===== config.mk =====
export PLATFORM = sky130hd
export DESIGN_NAME = pkt_fifo
export DESIGN_NICKNAME = d
export VERILOG_FILES = /design/src/rtl/pkt_fifo_pkg.sv /design/src/rtl/pkt_fifo_ram.sv /design/src/rtl/pkt_fifo.sv
export SDC_FILE = /design/constraint.sdc
export NUM_CORES = 1
export LEC_CHECK = 0
export CAP_MARGIN = 40
export CORE_ASPECT_RATIO = 1.1
export CORE_MARGIN = 1.5
export CORE_UTILIZATION = 50
export DETAILED_ROUTE_END_ITERATION = 8
export GPL_TIMING_DRIVEN = 0
export PLACE_DENSITY_LB_ADDON = 0.1
export SLEW_MARGIN = 25
export SYNTH_ARGS = -nofsm -noshare
export SYNTH_HDL_FRONTEND = slang
export SYNTH_HIERARCHICAL = 1
export SYNTH_SLANG_ARGS = --single-unit

===== constraint.sdc =====
create_clock -name iclk -period 5.2 [get_ports iclk]
set_clock_uncertainty 0.2 [all_clocks]
set_input_delay 0.78 -clock iclk [delete_from_list [all_inputs] [get_ports iclk]]
set_output_delay 0.78 -clock iclk [all_outputs]
set_load 0.05 [all_outputs]

===== src/rtl/pkt_fifo_pkg.sv =====
// Shared types and helpers for the packet-aware FIFO.
package pkt_fifo_pkg;

  // Write-side packet state.
  typedef enum logic [1:0] {
    ST_IDLE    = 2'd0,
    ST_PKT     = 2'd1,
    ST_DISCARD = 2'd2
  } wr_state_e;

  // Address width for a storage depth; pointers carry one extra wrap bit.
  function automatic int f_aw(input int depth);
    return $clog2(depth);
  endfunction

endpackage


===== src/rtl/pkt_fifo_ram.sv =====
// Simple dual-port storage: synchronous write, asynchronous read.
// Each entry holds {last, data}. Contents are intentionally not reset.
module pkt_fifo_ram
  import pkt_fifo_pkg::*;
#(
  parameter int pBITS  = 8,
  parameter int pDEPTH = 16,
  localparam int AW    = f_aw(pDEPTH)
) (
  input  logic          iclk,
  input  logic          iwe,
  input  logic [AW-1:0] iwaddr,
  input  logic [pBITS:0] iwdata,
  input  logic [AW-1:0] iraddr,
  output logic [pBITS:0] ordata
);

  logic [pBITS:0] mem_q [pDEPTH];

  // Store one word per write strobe.
  always_ff @(posedge iclk) begin
    if (iwe) begin
      mem_q[iwaddr] <= iwdata;
    end
  end

  assign ordata = mem_q[iraddr];

endmodule


===== src/rtl/pkt_fifo.sv =====
// Packet-aware FIFO: words are written speculatively and only become
// visible to the reader once the packet's last word commits it. Packets can
// be discarded by the writer or are dropped whole when storage runs out.
module pkt_fifo
  import pkt_fifo_pkg::*;
#(
  parameter int pBITS   = 8,
  parameter int pDEPTH  = 16,
  parameter int pAFULL  = pDEPTH - 2,
  parameter int pAEMPTY = 2,
  localparam int AW     = f_aw(pDEPTH)
) (
  input  logic             iclk,
  input  logic             ireset_n,
  input  logic             iwr,
  input  logic [pBITS-1:0] iw_data,
  input  logic             iw_last,
  input  logic             iw_drop,
  output logic             ofull,
  output logic             oafull,
  input  logic             ird,
  output logic             or_valid,
  output logic [pBITS-1:0] or_data,
  output logic             or_last,
  output logic             oempty,
  output logic             oaempty,
  output logic [AW:0]      olevel,
  output logic [AW:0]      opkt_cnt,
  output logic             ooverflow
);

  localparam int PW = AW + 1;
  localparam logic [AW:0] ONE_C    = {{AW{1'b0}}, 1'b1};
  localparam logic [AW:0] DEPTH_C  = PW'(pDEPTH);
  localparam logic [AW:0] AFULL_C  = PW'(pAFULL);
  localparam logic [AW:0] AEMPTY_C = PW'(pAEMPTY);

  // Reject unsupported geometries at elaboration.
  if ((pDEPTH < 4) || ((pDEPTH & (pDEPTH - 1)) != 0)) begin : g_bad_depth
    $error("pkt_fifo: pDEPTH must be a power of 2 and >= 4");
  end
  if (pAFULL > pDEPTH) begin : g_bad_afull
    $error("pkt_fifo: pAFULL must not exceed pDEPTH");
  end

  // Pointers carry a wrap bit so full and empty are distinguishable.
  logic [AW:0]    wr_q, wr_d;      // speculative write pointer
  logic [AW:0]    cm_q, cm_d;      // committed boundary
  logic [AW:0]    rd_q, rd_d;      // read pointer
  logic [AW:0]    pkt_cnt_q, pkt_cnt_d;
  wr_state_e      st_q, st_d;
  logic           ovf_q, ovf_d;

  logic [AW:0]    occ_s;
  logic [AW:0]    level_s;
  logic           full_s;
  logic           valid_s;
  logic           pop_s;
  logic           we_s;
  logic           commit_s;
  logic [pBITS:0] rd_word_s;

  assign occ_s   = wr_q - rd_q;
  assign level_s = cm_q - rd_q;
  assign full_s  = (occ_s == DEPTH_C);
  assign valid_s = (cm_q != rd_q);
  assign pop_s   = ird & valid_s;

  pkt_fifo_ram #(
    .pBITS  (pBITS),
    .pDEPTH (pDEPTH)
  ) u_ram (
    .iclk   (iclk),
    .iwe    (we_s),
    .iwaddr (wr_q[AW-1:0]),
    .iwdata ({iw_last, iw_data}),
    .iraddr (rd_q[AW-1:0]),
    .ordata (rd_word_s)
  );

  // Write-side packet FSM: store, commit, discard and overflow decisions.
  always_comb begin
    wr_d     = wr_q;
    cm_d     = cm_q;
    st_d     = st_q;
    ovf_d    = 1'b0;
    we_s     = 1'b0;
    commit_s = 1'b0;
    if (iw_drop) begin
      wr_d = cm_q;
      st_d = ST_IDLE;
    end else if (iwr) begin
      case (st_q)
        ST_IDLE, ST_PKT: begin
          if (!full_s) begin
            we_s = 1'b1;
            wr_d = wr_q + ONE_C;
            if (iw_last) begin
              cm_d     = wr_q + ONE_C;
              commit_s = 1'b1;
              st_d     = ST_IDLE;
            end else begin
              st_d = ST_PKT;
            end
          end else begin
            // No room: rewind to the committed boundary, drop the packet.
            wr_d  = cm_q;
            ovf_d = 1'b1;
            if (iw_last) begin
              st_d = ST_IDLE;
            end else begin
              st_d = ST_DISCARD;
            end
          end
        end
        ST_DISCARD: begin
          if (iw_last) begin
            st_d = ST_IDLE;
          end else begin
            st_d = ST_DISCARD;
          end
        end
        default: begin
          wr_d = cm_q;
          st_d = ST_IDLE;
        end
      endcase
    end else begin
      st_d = st_q;
    end
  end

  // Read pointer and complete-packet count.
  always_comb begin
    rd_d      = rd_q;
    pkt_cnt_d = pkt_cnt_q;
    if (pop_s) begin
      rd_d = rd_q + ONE_C;
    end else begin
      rd_d = rd_q;
    end
    case ({commit_s, pop_s & rd_word_s[pBITS]})
      2'b10:   pkt_cnt_d = pkt_cnt_q + ONE_C;
      2'b01:   pkt_cnt_d = pkt_cnt_q - ONE_C;
      default: pkt_cnt_d = pkt_cnt_q;
    endcase
  end

  // State registers with synchronous active-low reset.
  always_ff @(posedge iclk) begin
    if (!ireset_n) begin
      wr_q      <= {PW{1'b0}};
      cm_q      <= {PW{1'b0}};
      rd_q      <= {PW{1'b0}};
      pkt_cnt_q <= {PW{1'b0}};
      st_q      <= ST_IDLE;
      ovf_q     <= 1'b0;
    end else begin
      wr_q      <= wr_d;
      cm_q      <= cm_d;
      rd_q      <= rd_d;
      pkt_cnt_q <= pkt_cnt_d;
      st_q      <= st_d;
      ovf_q     <= ovf_d;
    end
  end

  assign or_valid  = valid_s;
  assign or_data   = valid_s ? rd_word_s[pBITS-1:0] : {pBITS{1'b0}};
  assign or_last   = valid_s & rd_word_s[pBITS];
  assign oempty    = ~valid_s;
  assign ofull     = full_s;
  assign oafull    = (occ_s >= AFULL_C);
  assign oaempty   = (level_s <= AEMPTY_C);
  assign olevel    = level_s;
  assign opkt_cnt  = pkt_cnt_q;
  assign ooverflow = ovf_q;

endmodule


==> impl_metrics.toml, run 1 <==
[clock_tree]
clock_latency_ns = 0.42
post_cts_buffers = 0
clockBufferDepth = 2
cts_tree = "built"
cts_made_buffers = 17
hold_buffers = 0
cts_sinks = 167
cts_root_buf = "clkbuf_16"
path_clk_slew_ns = 0.06
htree_levels = 4
ctsResizeCount = 0

[sta]
setup_tns_ns = 0
hold_viol_final = 0
fmax_mhz = 219.4
tightest_slew_ns = 0.8704
setup_ws_ns = 0.6421
rsz0062_at_grt = "false"
slew_viol_final = 0
final-setup-viol-count = 0
layout_min_cycle_time_ns = 4.558
fin_crit_sh_pct = 87.65
maxSlewHeadroom_pct = 41.85

[logic_synthesis]
muxShareOfSynthArea_pct = 12.10
yosysSeqAreaShare_pct = 66.03
ys_ff_latch = 167
ys_top_cells_by_area = "edfxtp_1, mux4_2, dfxtp_1"
netlist_instances = 443
async_flop_share_pct = 0
synth.top_cell.area_share_pct = 59.68
syn_area_um2 = 7246
syn_nets = 473
synthXorXnorAreaFrac_pct = 2.176
synth_top_family_by_area = "multiplexers"
yosysWarningCount = 6
ys.flop_type = "edfxtp_1"
avgSynthCellArea_um2 = 16.36
yosysTopAreaCell = "edfxtp_1"
synth-simple-area-share_pct = 7.304
synth_edf_count = 144
synth-compound-area-share_pct = 6.648
ys_types = 58
synthAdderAreaFrac_pct = 2.970

[floorplan]
die_y_um = 129.3
dieWidth_um = 117.8
fp-row-count = 45
start_util_pct = 51.89
io-pin-count = 39
die-area_um2 = 15220
core_area_um2 = 13960

[detailed_routing]
drt_iter0_drc = 352
vias = 4107
route.detailed.drc = 0
ant_nets = 0
drt-pass1-iter-count = 4
wl_mm = 15.26
viasPerCell = 5.736
wire_per_inst_um = 21.32

[place]
dpl.hpwl_mm = 10.32
placed_area_um2 = 7958
place_worst_setup_slack_ns = 0.3352
io_buffer_count = 38
place_congestion = 0.8644

[min_path]
hp-start = "st_q[1]"
hold_end = "st_q[1]"
hp-class = "flop to flop"
min_path_cells = 2

[finish]
antenna_cells = 0
postLayoutCoreUtil_pct = 62.00
mostFrequentLayoutCells = "edfxtp_1, clkdlybuf4s50_1, nor2_1"
layout-drive-gt1-share_pct = 17.42
fillers = 1082
final_common_cell = "edfxtp_1"
area_delta_synth_final_pct = 19.48
fin_area_um2 = 8657
num-nets-final = 545

[critical_path]
cp_common_cell = "ha_1"
critPathRequiredTime_ns = 5.29
critPathKind = "flop to flop"
cpPeakStageDelay_ns = 0.42
end_kind = "flop"
r2r_end = "opkt_cnt[4]"
worstPathCellList = "inv_1 > ha_1 > inv_1 > fa_1 > a21o_1 > a21oi_2 > xnor2_1 > o211ai_2 > buf_2 > nand2_1 > ha_1 > clkbuf_1 > xor2_1 > ha_1 > a21boi_0 > o21ai_0 > a21oi_1 > nor3_1 > o311ai_0 > o41ai_1"
cpMaxStageDelayCell = "dfxtp_2"
critPathMaxFanout = 13
cp.arrival_ns = 4.65
reg2reg_slack_ns = 0.64
startpoint_type = "flop"
crit_path_start = "wr_q[0]"
rr_startpoint = "wr_q[0]"
reg2reg_depth = 20

[pwr]
power.total_mw = 3.887
power.leakage_nw = 2.872
vdd_drop_max_uv = 343.1
power.density_nw_per_um2 = 449.0

[grt]
gr-total-overflow = 0
grt_pass1_vias = 4096
grt_max_degree = 22
track_usage_pct = 21.38
grt_antenna_before_repair = 0
grt_pass1_wl_mm = 23.49

[flow_run]
cap_violations = 0

[outcome]
status = "finished clean"
## area by class of cell
class | count | area (um2) | share of cell area, %
sequential | 167 | 4786 | 55.28
multi-input combinational | 243 | 2282 | 26.36
timing repair buffer | 53 | 493.0 | 5.694
clock buffer | 19 | 432.9 | 5.001
tap | 188 | 235.2 | 2.717
clock inverter | 13 | 227.7 | 2.630
buffer | 19 | 145.1 | 1.677
inverter | 14 | 55.05 | 0.6359
## critical path: cells and delay by family (launching register included)
family	cells	cell delay [ns]
AOI/OAI and AO/OA	8	1.52
adders and majority gates	4	0.97
buffers and inverters	4	0.76
DFF	1	0.42
xor gates and xnor gates	2	0.36
and+or+nand+nor	2	0.19
## per-layer routing
metal	routed length (um)	share of wire, %	track usage, %
met4	216	1.4	6.887
met3	693	4.5	3.741
met1	6867	45	29.23
met5	0	0	0
met2	7484	49	35.50
## synthesized netlist by cell type, types with 4 or more instances
| library cell | instances |
|---|---|
| a21oi_1 | 13 |
| nand2b_1 | 7 |
| o21ai_0 | 10 |
| nand3_1 | 6 |
| xor2_1 | 9 |
| mux4_2 | 21 |
| nand2_1 | 20 |
| mux4_1 | 15 |
| a21o_1 | 4 |
| nor3_1 | 11 |
| buf_6 | 4 |
| ha_1 | 14 |
| a22oi_1 | 19 |
| nor2b_1 | 12 |
| dfxtp_1 | 23 |
| nor2_1 | 25 |
| clkbuf_1 | 7 |
| edfxtp_1 | 144 |
| inv_1 | 13 |
| xnor2_1 | 9 |
| nand4_1 | 5 |
| and2_1 | 4 |
## power by group
part,total (mW),switching (mW),internal [mW]
logic,0.972,0.587,0.385
registers,1.52,0.0353,1.49
clock network,1.39,0.495,0.899
total,3.89,1.12,2.77
## logic make-up after synthesis
| family | Yosys count |
|---|---|
| compound gates | 69 |
| xor+xnor | 18 |
| fa+ha+maj | 16 |
| buf+inv | 33 |
| flops | 167 |
| mux | 37 |
| simple gates | 103 |
## stage by stage
step	cells	hold WS [ns]
3_5_place_dp	679	0.3188
2_1_floorplan	443	0.2737
4_1_cts	711	0.3248
6_report	716	0.3293
3_3_place_gp	669	0.3015
5_1_grt	716	0.3629
## worst max-delay path by stage
stage / end / depth (start not counted)
final: opkt_cnt[4] / 20
after global routing: opkt_cnt[4] / 18
after CTS: opkt_cnt[4] / 18
after detailed placement: opkt_cnt[4] / 13
after global placement: u_ram/mem_q[0][4] / 12
after floorplan: oaempty / 7
## state kept, by name (all words and copies together), names as in the netlist
register     cells
cm_q             5
ooverflow        1
opkt_cnt         5
rd_q             5
st_q             2
u_ram/mem_q    144
wr_q             5
(Power assumes the default switching activity.)
==> inputs of run 2 (changes only) <==
- CORE_MARGIN: 1.5 -> default
- REMOVE_ABC_BUFFERS: default -> 1
==> run 2 against run 1 <==
Net effect:
- non-clock buffer count decreased by 14
- wire length decreased by 4.3%
- via count decreased by 1.7%
- total power decreased by 8.2%
- largest power group unchanged
- clock power decreased by 19%
- combinational power decreased by 6.2%
- final area decreased by 2.6%
- register-to-register slack improved by 0.03 ns
- clock-buffer cell count unchanged
- worst setup slack got worse by 0.17 ns
- cell count decreased by 2.1%
- worst hold slack improved by 0.0034 ns
==> impl_metrics.toml, run 2 (synthesis gave the netlist of run 1 again) <==
[finish]
largest_register_ffs = 144
fin_area_um2 = 8434
area_delta_synth_final_pct = 16.40
mostFrequentLayoutCells = "edfxtp_1, clkdlybuf4s50_1, nor2_1"
largest-register = "u_ram/mem_q"
layout-drive-gt1-share_pct = 15.79
antenna_cells = 0
num-nets-final = 531
final_common_cell = "edfxtp_1"

[floorplan]
io-pin-count = 39
dieWidth_um = 116.8
start_util_pct = 51.89
die_y_um = 128.3
core_area_um2 = 13960
fp-row-count = 45
die-area_um2 = 14980

[place]
dpl.hpwl_mm = 9.966
place_congestion = 0.8546
placed_area_um2 = 7909
io_buffer_count = 38

[clock_tree]
post_cts_buffers = 0
cts_sinks = 167
clock_latency_ns = 0.42
path_clk_slew_ns = 0.06
hold_buffers = 0
htree_levels = 4
cts_tree = "built"
ctsResizeCount = 0
cts_root_buf = "clkbuf_16"
clockBufferDepth = 2
cts_made_buffers = 17

[sta]
tightest_slew_ns = 0.8371
fmax_mhz = 211.7
fin_crit_sh_pct = 90.84
hold_viol_final = 0
maxSlewHeadroom_pct = 44.08
layout_min_cycle_time_ns = 4.724
slew_viol_final = 0
rsz0062_at_grt = "false"
final-setup-viol-count = 0

[outcome]
status = "finished clean"

[grt]
grt_pass1_vias = 4136
gr-total-overflow = 0
grt_max_degree = 27
track_usage_pct = 21.82
grt_pass1_wl_mm = 22.83
grt_antenna_before_repair = 0

[pwr]
power.total_mw = 3.567
vdd_drop_max_uv = 345.0
power.leakage_nw = 2.759
power.density_nw_per_um2 = 422.9

[detailed_routing]
drt-pass1-iter-count = 4
viasPerCell = 5.759
wire_per_inst_um = 20.84
drt_iter0_drc = 366
route.detailed.drc = 0
wl_mm = 14.61
vias = 4037
ant_nets = 0

[critical_path]
critPathMaxFanout = 16
startpoint_type = "flop"
end_kind = "primary output"
critPathRequiredTime_ns = 4.22
cp_common_cell = "inv_1"
cpMaxStageDelayCell = "clkdlybuf4s50_1"
cp.arrival_ns = 3.74
worstPathCellList = "inv_1 > ha_1 > inv_1 > fa_1 > nor3b_1 > o211ai_2 > inv_4 > clkdlybuf4s50_1"
critPathKind = "flop to primary output"
cpPeakStageDelay_ns = 0.84

[flow_run]
cap_violations = 0

[min_path]
hp-class = "flop to flop"
[run 2: worst paths after layout]
path / startpoint / to / slack [ns] / cells past startpoint
max: wr_q[0] / ofull / 0.48 / 8
min reg2reg: st_q[1] / st_q[1] / 0.33 / 2
min: st_q[1] / st_q[1] / 0.33 / 2
max reg2reg: wr_q[0] / opkt_cnt[4] / 0.67 / 16
[run 2: area by class of cell]
type | count | area, um2
Inverter | 14 | 55.05
Fill cell | 1128 | 5529
Clock buffer | 19 | 432.9
Timing Repair Buffer | 58 | 553.0
Clock inverter | 12 | 87.58
Multi-Input combinational cell | 243 | 2281
Tap cell | 188 | 235.2
Sequential cell | 167 | 4790
[run 2: where the power goes]
part | leakage [nW] | switching, mW | internal (mW)
clock network | 0.248 | 0.472 | 0.644
logic | 1.03 | 0.543 | 0.369
registers | 1.49 | 0.0512 | 1.49
total | 2.76 | 1.07 | 2.50
[run 2: critical path: cells and delay by family, from the launching register on]
| family | cells | cell delay, ns |
|---|---|---|
| AO/OA/AOI/OAI | 1 | 0.38 |
| flip-flops | 1 | 0.65 |
| buffers and inverters | 4 | 1.33 |
| adder cells (fa/ha/maj) | 2 | 0.69 |
| AND/OR/NAND/NOR | 1 | 0.27 |
[run 2: per-layer routing]
metal  track usage, %  vias to the layer above  share of wire, %
met2            36.16                      116                51
li1                 -                     1876                 -
met4            10.20                        0               2.1
met3            4.728                       20               4.6
met5                0                        -                 0
met1            27.28                     2025                42
[run 2: per-stage QoR]
step	setup WS, ns	std cells	TNS [ns]	util, %	hold slack, ns
3_3_place_gp	-1.419	650	-115.85	55.26	0.3118
4_1_cts	0.4613	700	0	60.37	0.3311
2_1_floorplan	-1.328	424	-1.863	-	0.2737
5_1_grt	0.2592	701	0	60.40	0.3645
6_report	0.4764	701	0	60.40	0.3327
3_5_place_dp	0.4069	669	0	56.64	0.3213
